### src/rtl/tone_pkg.sv
// Shared constants for the tone period detector: note codes, nominal full
// periods at 100 MHz and FSM state encodings.
package tone_pkg;

    localparam int NUM_NOTES = 8;

    localparam logic [3:0] NOTE_NONE = 4'd0;
    localparam logic [3:0] NOTE_C4   = 4'd1;
    localparam logic [3:0] NOTE_D4   = 4'd2;
    localparam logic [3:0] NOTE_E4   = 4'd3;
    localparam logic [3:0] NOTE_F4   = 4'd4;
    localparam logic [3:0] NOTE_G4   = 4'd5;
    localparam logic [3:0] NOTE_A4   = 4'd6;
    localparam logic [3:0] NOTE_B4   = 4'd7;
    localparam logic [3:0] NOTE_C5   = 4'd8;

    // B4 is 2 x 101_241 so it matches the existing 494 Hz generator exactly.
    localparam int unsigned NOTE_NOM [NUM_NOTES] = '{
        382_219, 340_530, 303_370, 286_344,
        255_102, 227_273, 202_482, 191_113
    };

    localparam logic [1:0] ST_IDLE   = 2'd0;
    localparam logic [1:0] ST_ARMED  = 2'd1;
    localparam logic [1:0] ST_LOCKED = 2'd2;

    function automatic logic [3:0] note_code(input int idx);
        return 4'(idx + 1);
    endfunction

endpackage

### src/rtl/note_classifier.sv
// Combinational match of a measured full period against the nominal note
// table; the first entry within tolerance wins, otherwise NOTE_NONE.
module note_classifier
    import tone_pkg::*;
#(
    parameter int CNT_W      = 20,
    parameter int MIN_PERIOD = 1_000,
    parameter int TOL_SHIFT  = 6
) (
    input  logic [CNT_W-1:0] period_i,
    output logic [3:0]       note_o
);

    logic [NUM_NOTES-1:0] match;
    logic [CNT_W:0]       period_w;

    // One extra bit so the absolute difference never wraps.
    assign period_w = {1'b0, period_i};

    generate
        for (genvar gi = 0; gi < NUM_NOTES; gi++) begin : g_note
            localparam logic [CNT_W:0] NOM = (CNT_W+1)'(NOTE_NOM[gi]);
            localparam logic [CNT_W:0] TOL = NOM >> TOL_SHIFT;
            logic [CNT_W:0] diff;

            assign diff       = (period_w >= NOM) ? (period_w - NOM) : (NOM - period_w);
            assign match[gi]  = (diff <= TOL);
        end
    endgenerate

    always_comb begin
        note_o = NOTE_NONE;
        for (int i = NUM_NOTES - 1; i >= 0; i--) begin
            if (match[i]) begin
                note_o = note_code(i);
            end
        end
        if (period_i < CNT_W'(MIN_PERIOD)) begin
            note_o = NOTE_NONE;
        end
    end

endmodule

### src/rtl/tone_period_detector.sv
// Measures the full period of an asynchronous square wave in clk cycles,
// classifies it to a note code and tracks tone presence with a silence timeout.
module tone_period_detector
    import tone_pkg::*;
#(
    parameter int CNT_W       = 20,
    parameter int TIMEOUT_CYC = 1_000_000,
    parameter int MIN_PERIOD  = 1_000,
    parameter int TOL_SHIFT   = 6
) (
    input  logic             clk,
    input  logic             rst_n,
    input  logic             en,
    input  logic             tone_in,
    output logic [CNT_W-1:0] period,
    output logic             period_valid,
    output logic [3:0]       note,
    output logic             tone_present
);

    logic             s1_q, s2_q, s3_q;
    logic             rise;
    logic [1:0]       state_q, state_d;
    logic [CNT_W-1:0] cnt_q, cnt_d;
    logic [CNT_W-1:0] period_q, period_d;
    logic [3:0]       note_q, note_d;
    logic             valid_q, valid_d;
    logic             present_q;
    logic [3:0]       class_note;

    // Synchronizer only honours rst_n so it keeps tracking the pin while en is low.
    always_ff @(posedge clk) begin
        if (!rst_n) begin
            s1_q <= 1'b0;
            s2_q <= 1'b0;
            s3_q <= 1'b0;
        end else begin
            s1_q <= tone_in;
            s2_q <= s1_q;
            s3_q <= s2_q;
        end
    end

    assign rise = s2_q & ~s3_q;

    note_classifier #(
        .CNT_W      (CNT_W),
        .MIN_PERIOD (MIN_PERIOD),
        .TOL_SHIFT  (TOL_SHIFT)
    ) u_classifier (
        .period_i (cnt_q),
        .note_o   (class_note)
    );

    always_comb begin
        state_d  = state_q;
        cnt_d    = cnt_q;
        period_d = period_q;
        note_d   = note_q;
        valid_d  = 1'b0;
        case (state_q)
            ST_IDLE: begin
                cnt_d = '0;
                if (rise) begin
                    state_d = ST_ARMED;
                    cnt_d   = CNT_W'(1);
                end
            end
            ST_ARMED, ST_LOCKED: begin
                // A rise on the timeout cycle still counts as a measurement.
                if (rise) begin
                    state_d  = ST_LOCKED;
                    cnt_d    = CNT_W'(1);
                    period_d = cnt_q;
                    note_d   = class_note;
                    valid_d  = 1'b1;
                end else if (cnt_q == CNT_W'(TIMEOUT_CYC)) begin
                    state_d  = ST_IDLE;
                    cnt_d    = '0;
                    period_d = '0;
                    note_d   = NOTE_NONE;
                end else if (cnt_q != '1) begin
                    cnt_d = cnt_q + CNT_W'(1);
                end
            end
            default: begin
                state_d  = ST_IDLE;
                cnt_d    = '0;
                period_d = '0;
                note_d   = NOTE_NONE;
            end
        endcase
    end

    always_ff @(posedge clk) begin
        if (!rst_n || !en) begin
            state_q   <= ST_IDLE;
            cnt_q     <= '0;
            period_q  <= '0;
            note_q    <= NOTE_NONE;
            valid_q   <= 1'b0;
            present_q <= 1'b0;
        end else begin
            state_q   <= state_d;
            cnt_q     <= cnt_d;
            period_q  <= period_d;
            note_q    <= note_d;
            valid_q   <= valid_d;
            present_q <= (state_d == ST_LOCKED);
        end
    end

    assign period       = period_q;
    assign period_valid = valid_q;
    assign note         = note_q;
    assign tone_present = present_q;

endmodule

### config.mk
export PLATFORM = sky130hd
export DESIGN_NAME = tone_period_detector
export DESIGN_NICKNAME = d
export VERILOG_FILES = /design/src/rtl/tone_pkg.sv /design/src/rtl/note_classifier.sv /design/src/rtl/tone_period_detector.sv
export SDC_FILE = /design/constraint.sdc
export NUM_CORES = 1
export LEC_CHECK = 0
export BUFFER_PORTS_ARGS = -buffer_cell sky130_fd_sc_hd__buf_4
export CORE_ASPECT_RATIO = 1.75
export CORE_MARGIN = 2
export CORE_UTILIZATION = 35
export CTS_CLUSTER_DIAMETER = 50
export DETAILED_ROUTE_END_ITERATION = 10
export MAX_ROUTING_LAYER = met4
export SLEW_MARGIN = 40
export SYNTH_ARGS = -nofsm -noshare
export SYNTH_HDL_FRONTEND = slang
export SYNTH_SLANG_ARGS = --single-unit
### constraint.sdc
create_clock -name clk -period 5.61 [get_ports clk]
set_input_delay 0.561 -clock clk [delete_from_list [all_inputs] [get_ports clk]]
set_output_delay 0.561 -clock clk [all_outputs]
set_load 0.02 [all_outputs]
==> results of run 1 <==
worst max-delay path by stage:
stage / to / cells past startpoint
after floorplan: note[2]$_SDFFE_PP0P_ / 14
after global placement: note[2]$_SDFFE_PP0P_ / 12
after detailed placement: note[2]$_SDFFE_PP0P_ / 12
after CTS: note[2]$_SDFFE_PP0P_ / 12
after global routing: note[2]$_SDFFE_PP0P_ / 12
final: note[3]$_SDFFE_PP0P_ / 13
flip-flops by register name, summed over array words and instances, names as in the netlist, 2 cells and up:
register / flops
note: 4
period: 20
cnt_q: 20
state_q: 2
placed cells by master (no fill, tap or decap), drive strengths merged, types with 12 or more instances in the layout:
| cell | synthesis | routed |
|---|---|---|
| nor2b | 16 | 16 |
| xnor2 | 75 | 75 |
| nand2 | 134 | 134 |
| inv | 23 | 25 |
| a31oi | 36 | 36 |
| or3 | 15 | 15 |
| o21a | 14 | 14 |
| nor3 | 39 | 39 |
| or4 | 13 | 13 |
| a211oi | 27 | 27 |
| and3 | 19 | 19 |
| or2 | 13 | 13 |
| nand3 | 62 | 62 |
| nand4 | 20 | 20 |
| dfxtp | 51 | 51 |
| nor2 | 128 | 128 |
| o211ai | 30 | 30 |
| a21oi | 117 | 117 |
| nor4 | 25 | 25 |
| xor2 | 12 | 12 |
| nand2b | 28 | 28 |
| o21ai | 103 | 103 |
| and2 | 24 | 24 |
| o31ai | 18 | 18 |
| o22ai | 12 | 12 |
| buf | 63 | 99 |
| ha | 22 | 22 |
| mux2i | 18 | 18 |
| a21o | 14 | 14 |
power by group through the flow:
stage          logic (mW)  registers [mW]  clock network, mW
2_1_floorplan      0.0136           0.376                  0
3_3_place_gp       0.0258           0.375                  0
3_5_place_dp       0.0259           0.375                  0
4_1_cts            0.0260           0.366              0.344
5_1_grt            0.0287           0.366              0.352
6_report           0.0266           0.366              0.335
cell families after synthesis:
kind of cell / synth area share
AO/OA/AOI/OAI: 0.373
XOR/XNOR: 0.0797
flip-flops: 0.107
buffers and inverters: 0.0738
adder cells (fa/ha/maj): 0.0288
multiplexers: 0.0306
AND/OR/NAND/NOR: 0.307
routing by layer:
layer,global-route usage,vias to the layer above
met5,-,-
met4,0.325,0
met3,0.0653,361
met2,0.597,879
met1,0.382,5718
li1,-,5288
cell type report:
cell class	count	area (sq um)
clock inverters	3	26.3
diodes	1	2.50
multi-input cells	1209	7860
fillers	2901	16700
inverters	29	109
repair buffers	99	756
well taps	328	410
flip-flops and latches	51	1040
clock buffers	5	125
critical path, cell delays in order (launching register included):
cell                        delay (ps)
sky130_fd_sc_hd__dfxtp_1           630
sky130_fd_sc_hd__clkinv_1          500
sky130_fd_sc_hd__ha_1              520
sky130_fd_sc_hd__a21boi_0          190
sky130_fd_sc_hd__buf_4             170
sky130_fd_sc_hd__o2111ai_1         160
sky130_fd_sc_hd__and2_1            310
sky130_fd_sc_hd__o211a_1           460
sky130_fd_sc_hd__nor2_1            300
sky130_fd_sc_hd__a2111oi_0         510
sky130_fd_sc_hd__o2111ai_1         210
sky130_fd_sc_hd__or2_0             240
sky130_fd_sc_hd__o22ai_1           250
sky130_fd_sc_hd__a22o_1            180
==> results.txt, run 1 <==
----------------------------------------------------
[Placed design]
  Dpl ws ... 1050 ps
  Weighted congestion at the end of routability-driven global placement ... 1.10
  Port Buffer Count ... 29
  Count of placed standard cells including taps ... 1,716
  Detail Placement HPWL ... 38,500 um
  Post-detailed-placement cell area ... 10,100 sq um

[Logic synthesis]
  Flip-flop and latch count after synthesis ... 51
  Part of the Yosys area used for sequential elements ... 0.107
  Synthesized instance count ... 1,424
  Warning count from the yosys run ... 0
  Post-synthesis async set-or-reset flop share ... 0
  Cell with the most instances after synthesis ... sky130_fd_sc_hd__nand2_1
  Post-Synthesis Cell Area ... 9560 sq um
  Mean instance size in the synthesized netlist ... 6.71 sq um
  Share of the synthesized area in the top cell type ... 0.107
  Number of synthesized flops with an enable pin ... 0
  Net count after synthesis ... 1,450
  Area leader, netlist ... sky130_fd_sc_hd__dfxtp_1
  Cell variety after synth ... 108
  Cell types occupying the most area after synthesis ... sky130_fd_sc_hd__dfxtp_1 (11%), sky130_fd_sc_hd__xnor2_1 (6.9%), sky130_fd_sc_hd__a21oi_1 (6.1%), sky130_fd_sc_hd__nand2_1 (5.2%), sky130_fd_sc_hd__o21ai_0 (5.1%)
  Post-synth top flop ... sky130_fd_sc_hd__dfxtp_1
  Synth cell count leaders ... sky130_fd_sc_hd__nand2_1 (132), sky130_fd_sc_hd__nor2_1 (122), sky130_fd_sc_hd__a21oi_1 (117)

[Routing]
  Detailed Route WL ... 52,400 um
  First DRT Iteration DRCs ... 1,773
  Via count ... 12,200
  Number of detailed-routing iterations run before antenna repair ... 6
  Highest metal layer with signal wires ... met4
  Per-cell via count in the routed design ... 7.10
  Met2 Routed Length ... 24,600 um
  Remaining routing DRC violations ... 0
  Remaining antenna violation count ... 0
  Post-detailed-route wirelength per cell ... 30.4 um
  Metal-1 WL ... 17,100 um
  Met3 Wirelength ... 4710 um

[Power]
  Proportion of power drawn by the clock network ... 0.461
  Overall Power ... 0.727 mW
  Logic gate share of total power ... 0.037
  Pwr dens ... 70.5 nW/um^2
  Fraction of power spent switching nets ... 0.253
  Power share of the sequential group ... 0.503
  Internal Power ... 0.543 mW
  Largest vdd supply drop ... 0.133 mV
  Cell leakage power ... 3.58 nW
  Net switching power ... 0.184 mW

[Global route]
  Number of antenna violations at the first check in global routing ... 0
  Global-route usage over all layers ... 0.371
  Via count of the first global-routing pass ... 11,900
  Largest net degree at the start of global routing ... 39
  Global-route wire length before repair ... 76,800 um
  Overall overflow remaining after global route ... 0

[Clocking]
  Cell at the root of the clock tree ... sky130_fd_sc_hd__clkbuf_16
  Clock buffer depth ... 2
  Hold bufs inserted after CTS ... 0
  Cts repair resizes ... 0
  Number of post-CTS setup repair buffers ... 0
  Clock sink count ... 51
  CTS Buf Count ... 5
  Latest clock arrival within the worst-skew pair ... 310 ps
  Clock tree from TritonCTS ... done
  Clock-pin slew on the worst setup and hold paths ... 80 ps
  Htree depth ... 2

[STA]
  Minimum clock period ... 4710 ps
  Fin crit share ... 0.840
  # setup viols final ... 0
  Final Skew ... 6.90 ps
  Worst Max-Slew Pin Slew ... 946 ps
  Fin. max-slew vios ... 0
  Unrepaired setup endpoints after global routing ... no
  Smallest setup slack after layout ... 897 ps
  Fmax ... 212 MHz
  Hold Vio Cnt, Final ... 0
  Final-layout worst hold slack ... 443 ps
  Setup TNS ... 0 ps
  Slew margin rel. ... 0.362

[Floorplanning]
  Std cell rows ... 80
  Area of the placeable core ... 27,000 sq um
  Width of the chip ... 129 um
  Starting utilization of the core area ... 0.354
  Die ar. ... 28,700 sq um
  Number of ports placed on the die boundary ... 30
  Die Y-Extent ... 223 um

[Critical path]
  Crit end category ... flop
  End of the worst register-to-register path ... note[3]$_SDFFE_PP0P_
  Startpoint class of the critical path ... flop
  Critical path arrival ... 4980 ps
  Worst Reg2Reg Path Length in Cells ... 13
  Required time worst endpoint ... 5870 ps
  Category of the critical setup timing path ... flop to flop
  Max FO, Critical Path ... 12
  Setup slack, reg-to-reg ... 900 ps
  Launching instance or port of the critical path ... cnt_q[2]$_SDFFE_PP0P_
  Beginning of the worst register-to-register path ... cnt_q[2]$_SDFFE_PP0P_

[Finish]
  Fraction of final layout cells with drive strength greater than 1 ... 0.133
  Non-Filler Cell Area, Final ... 10,300 sq um
  Utilization after layout ... 0.382
  Post-route non-filler standard cell count ... 1,725
  Nets ... 1,421
  Area Overhead vs Synth ... 7.97%

[Hold path]
  Sink of the worst hold path ... s2_q$_SDFF_PN0_
  HP Start ... s1_q$_SDFF_PN0_
  Type of the worst min-delay path ... flop to flop
  Hold path depth ... 1

[Outcome]
  Outcome ... finished clean

[Run]
  Count of maximum capacitance violations ... 0

----------------------------------------------------
Power figures use the tool's default switching activity.
==> inputs of run 2 (changes only) <==
- ABC_AREA: unset -> 1
- clock period: 5.61 -> 3.94 ns (I/O delays scaled with it)
==> results.txt, run 2 <==
----------------------------------------------------
[Logic synthesis]
  Part of the Yosys area used for sequential elements ... 0.0849 (-0.0220)
  Synthesized instance count ... 2,385 (+67%)
  Number of synthesized flops with an enable pin ... 0 (unchanged)
  Cell variety after synth ... 53 (-51%)
  Cell types occupying the most area after synthesis ... sky130_fd_sc_hd__nand2_1 (28%), sky130_fd_sc_hd__nor2_1 (11%), sky130_fd_sc_hd__xor2_1 (10%), sky130_fd_sc_hd__nand3_1 (8.6%), sky130_fd_sc_hd__dfxtp_1 (8.5%)
  Share of the synthesized area in the top cell type ... 0.283 (+0.176)
  Net count after synthesis ... 2,411 (+66%)
  Warning count from the yosys run ... 0 (unchanged)
  Post-synthesis async set-or-reset flop share ... 0 (unchanged)
  Area leader, netlist ... sky130_fd_sc_hd__nand2_1
  Post-Synthesis Cell Area ... 12,000 sq um (+26%)
  Synth cell count leaders ... sky130_fd_sc_hd__nand2_1 (908), sky130_fd_sc_hd__nor2_1 (354), sky130_fd_sc_hd__nand3_1 (206)
  Flip-flop and latch count after synthesis ... 51 (unchanged)
  Cell with the most instances after synthesis ... sky130_fd_sc_hd__nand2_1
  Post-synth top flop ... sky130_fd_sc_hd__dfxtp_1
  Mean instance size in the synthesized netlist ... 5.04 sq um (-25%)

[STA]
  Fmax ... 253 MHz (+19%)
  Unrepaired setup endpoints after global routing ... no
  Smallest setup slack after layout ... -12.6 ps (-909 ps)
  Slew margin rel. ... 0.423 (+0.0616)
  Final-layout worst hold slack ... 266 ps (-177 ps)
  Worst Max-Slew Pin Slew ... 865 ps (-80.4 ps)
  Fin. max-slew vios ... 0 (unchanged)
  Hold Vio Cnt, Final ... 0 (unchanged)
  Final Skew ... 21.7 ps (+14.8 ps)
  # setup viols final ... 1 (+1)
  Minimum clock period ... 3950 ps (-761 ps)
  Setup TNS ... -12.6 ps (-12.6 ps)
  Fin crit share ... 1.00 (+0.163)

[Power]
  Largest vdd supply drop ... 0.171 mV (+29%)
  Pwr dens ... 86.9 nW/um^2 (+23%)
  Cell leakage power ... 7.08 nW (+98%)

[Outcome]
  Failing checks ... setup timing
  Outcome ... complete, but fails checks

[Placed design]
  Count of placed standard cells including taps ... 2,936 (+71%)
  Weighted congestion at the end of routability-driven global placement ... 1.17 (+6.5%)
  Post-detailed-placement cell area ... 13,500 sq um (+33%)
  Detail Placement HPWL ... 67,400 um (+75%)
  Port Buffer Count ... 29 (unchanged)

[Routing]
  Number of detailed-routing iterations run before antenna repair ... 9 (+3)
  Post-detailed-route wirelength per cell ... 28.8 um (-5.3%)
  Remaining routing DRC violations ... 0 (unchanged)
  Detailed Route WL ... 85,000 um (+62%)
  First DRT Iteration DRCs ... 2,245 (+27%)
  Remaining antenna violation count ... 0 (unchanged)
  Per-cell via count in the routed design ... 6.00 (-16%)
  Via count ... 17,700 (+45%)

[Run]
  Count of maximum capacitance violations ... 0 (unchanged)

[Clocking]
  CTS Buf Count ... 5 (unchanged)
  Hold bufs inserted after CTS ... 0 (unchanged)
  Latest clock arrival within the worst-skew pair ... 330 ps (+20 ps)
  Htree depth ... 2 (unchanged)
  Clock sink count ... 51 (unchanged)
  Clock tree from TritonCTS ... done
  Cts repair resizes ... 1 (+1)
  Number of post-CTS setup repair buffers ... 0 (unchanged)
  Clock buffer depth ... 2 (unchanged)
  Cell at the root of the clock tree ... sky130_fd_sc_hd__clkbuf_16
  Clock-pin slew on the worst setup and hold paths ... 90 ps (about the same)

[Finish]
  Non-Filler Cell Area, Final ... 13,800 sq um (+34%)
  Fraction of final layout cells with drive strength greater than 1 ... 0.125 (-0.00789)
  Most frequent cells in the layout ... sky130_fd_sc_hd__nand2_1 (907), sky130_fd_sc_hd__nor2_1 (349), sky130_fd_sc_hd__nand3_1 (206)
  Post-route non-filler standard cell count ... 2,953 (+71%)
  Area Overhead vs Synth ... 14.7%
  Most common cell after layout, fill and taps aside ... sky130_fd_sc_hd__nand2_1
  Nets ... 2,514 (+77%)

[Floorplanning]
  Number of ports placed on the die boundary ... 30 (unchanged)
  Width of the chip ... 144 um (+12%)
  Std cell rows ... 89 (+11%)
  Starting utilization of the core area ... 0.355 (+0.00175)
  Area of the placeable core ... 33,900 sq um (+25%)
  Die ar. ... 35,900 sq um (+25%)
  Die Y-Extent ... 249 um (+12%)

[Global route]
  Largest net degree at the start of global routing ... 31 (-21%)
  Via count of the first global-routing pass ... 17,000 (+43%)
  Number of antenna violations at the first check in global routing ... 9 (+9)
  Overall overflow remaining after global route ... 0 (unchanged)
  Global-route wire length before repair ... 120,000 um (+57%)
  Global-route usage over all layers ... 0.487 (+0.116)

[Critical path]
  Max FO, Critical Path ... 15 (+3)
  Required time worst endpoint ... 4140 ps (-1730 ps)
  Startpoint class of the critical path ... flop
  Category of the critical setup timing path ... flop to flop
  Critical path arrival ... 4160 ps (-820 ps)
  Crit end category ... flop

[Hold path]
  Type of the worst min-delay path ... input port to flop

----------------------------------------------------
-- run 2: changes by cell type after synthesis, moves of 57 or more --
cell / delta
sky130_fd_sc_hd__clkbuf_1: -57
sky130_fd_sc_hd__inv_1: +154
sky130_fd_sc_hd__nand2_1: +776
sky130_fd_sc_hd__nand3_1: +145
sky130_fd_sc_hd__nor2_1: +232
sky130_fd_sc_hd__xnor2_1: -72
sky130_fd_sc_hd__xor2_1: +130
-- run 2: final cells by class --
type	instances	area, sq um
Fill cell	4025	20100
Multi-Input combinational cell	2026	9690
Timing Repair Buffer	200	1540
Sequential cell	51	1020
Inverter	204	768
Tap cell	455	569
Clock buffer	5	125
Clock inverter	3	67.6
Antenna cell	9	22.5
-- run 2: path summary, 6_finish.rpt --
path / startpoint / end / slack (ps) / cells past startpoint
worst max-delay path: cnt_q[7]$_SDFFE_PP0P_ / note[2]$_SDFFE_PP0P_ / -10 / 20
worst min-delay path: tone_in / s1_q$_SDFF_PN0_ / 270 / 3
worst max register to register: cnt_q[7]$_SDFFE_PP0P_ / note[2]$_SDFFE_PP0P_ / -10 / 20
worst min register to register: s1_q$_SDFF_PN0_ / s2_q$_SDFF_PN0_ / 420 / 2
-- run 2: logic make-up (layout without fill, tap and decap cells) --
kind of cell    after synthesis  after routing  share of synthesized area
compound gates              257            257                      0.120
xor+xnor                    145            145                      0.106
fa+ha+maj                    22             22                     0.0229
buf+inv                     308            412                      0.114
flops                        51             51                     0.0849
other cells                   0              9                          0
simple gates               1602           1602                      0.553
-- run 2: power breakdown --
part | total [mW] | switching, mW | internal (mW)
sequential | 0.522 | 0.00296 | 0.519
clock | 0.627 | 0.261 | 0.366
combinational | 0.0506 | 0.0339 | 0.0166
-- run 2: worst max-delay path, cell delays in order, from the launching register on --
cell	delay [ps]
sky130_fd_sc_hd__dfxtp_1	770
sky130_fd_sc_hd__inv_1	460
sky130_fd_sc_hd__nand2_1	190
sky130_fd_sc_hd__buf_4	230
sky130_fd_sc_hd__nand2_2	130
sky130_fd_sc_hd__nand2_1	120
sky130_fd_sc_hd__nand3_2	120
sky130_fd_sc_hd__nand2_2	170
sky130_fd_sc_hd__inv_2	160
sky130_fd_sc_hd__nand2_1	100
sky130_fd_sc_hd__nand2_1	110
sky130_fd_sc_hd__nor2_1	140
sky130_fd_sc_hd__nand2_1	80
sky130_fd_sc_hd__nor2_1	100
sky130_fd_sc_hd__nand2_1	60
sky130_fd_sc_hd__nand2_1	70
sky130_fd_sc_hd__nand2_1	180
sky130_fd_sc_hd__nand2_1	300
sky130_fd_sc_hd__nand3_1	120
sky130_fd_sc_hd__nand3_1	110
sky130_fd_sc_hd__nand2_1	60
-- run 2: per-layer routing --
layer / part of all wire / track usage / vias to the layer above
met5: 0 / - / -
met4: 0.13 / 0.472 / 0
met3: 0.10 / 0.156 / 595
met2: 0.43 / 0.724 / 1337
met1: 0.33 / 0.490 / 8029
li1: - / - / 7750
-- run 2: through the flow --
| step | utilization | setup slack [ps] | power (mW) |
|---|---|---|---|
| final | 0.408 | -12.6 | 1.20 |
| after global routing | 0.408 | 80.5 | 1.22 |
| after CTS | 0.406 | 219 | 1.20 |
| after detailed placement | 0.400 | 8.84 | 0.583 |
| after global placement | 0.400 | -11.1 | 0.581 |
| after floorplan | - | 1200 | 0.562 |
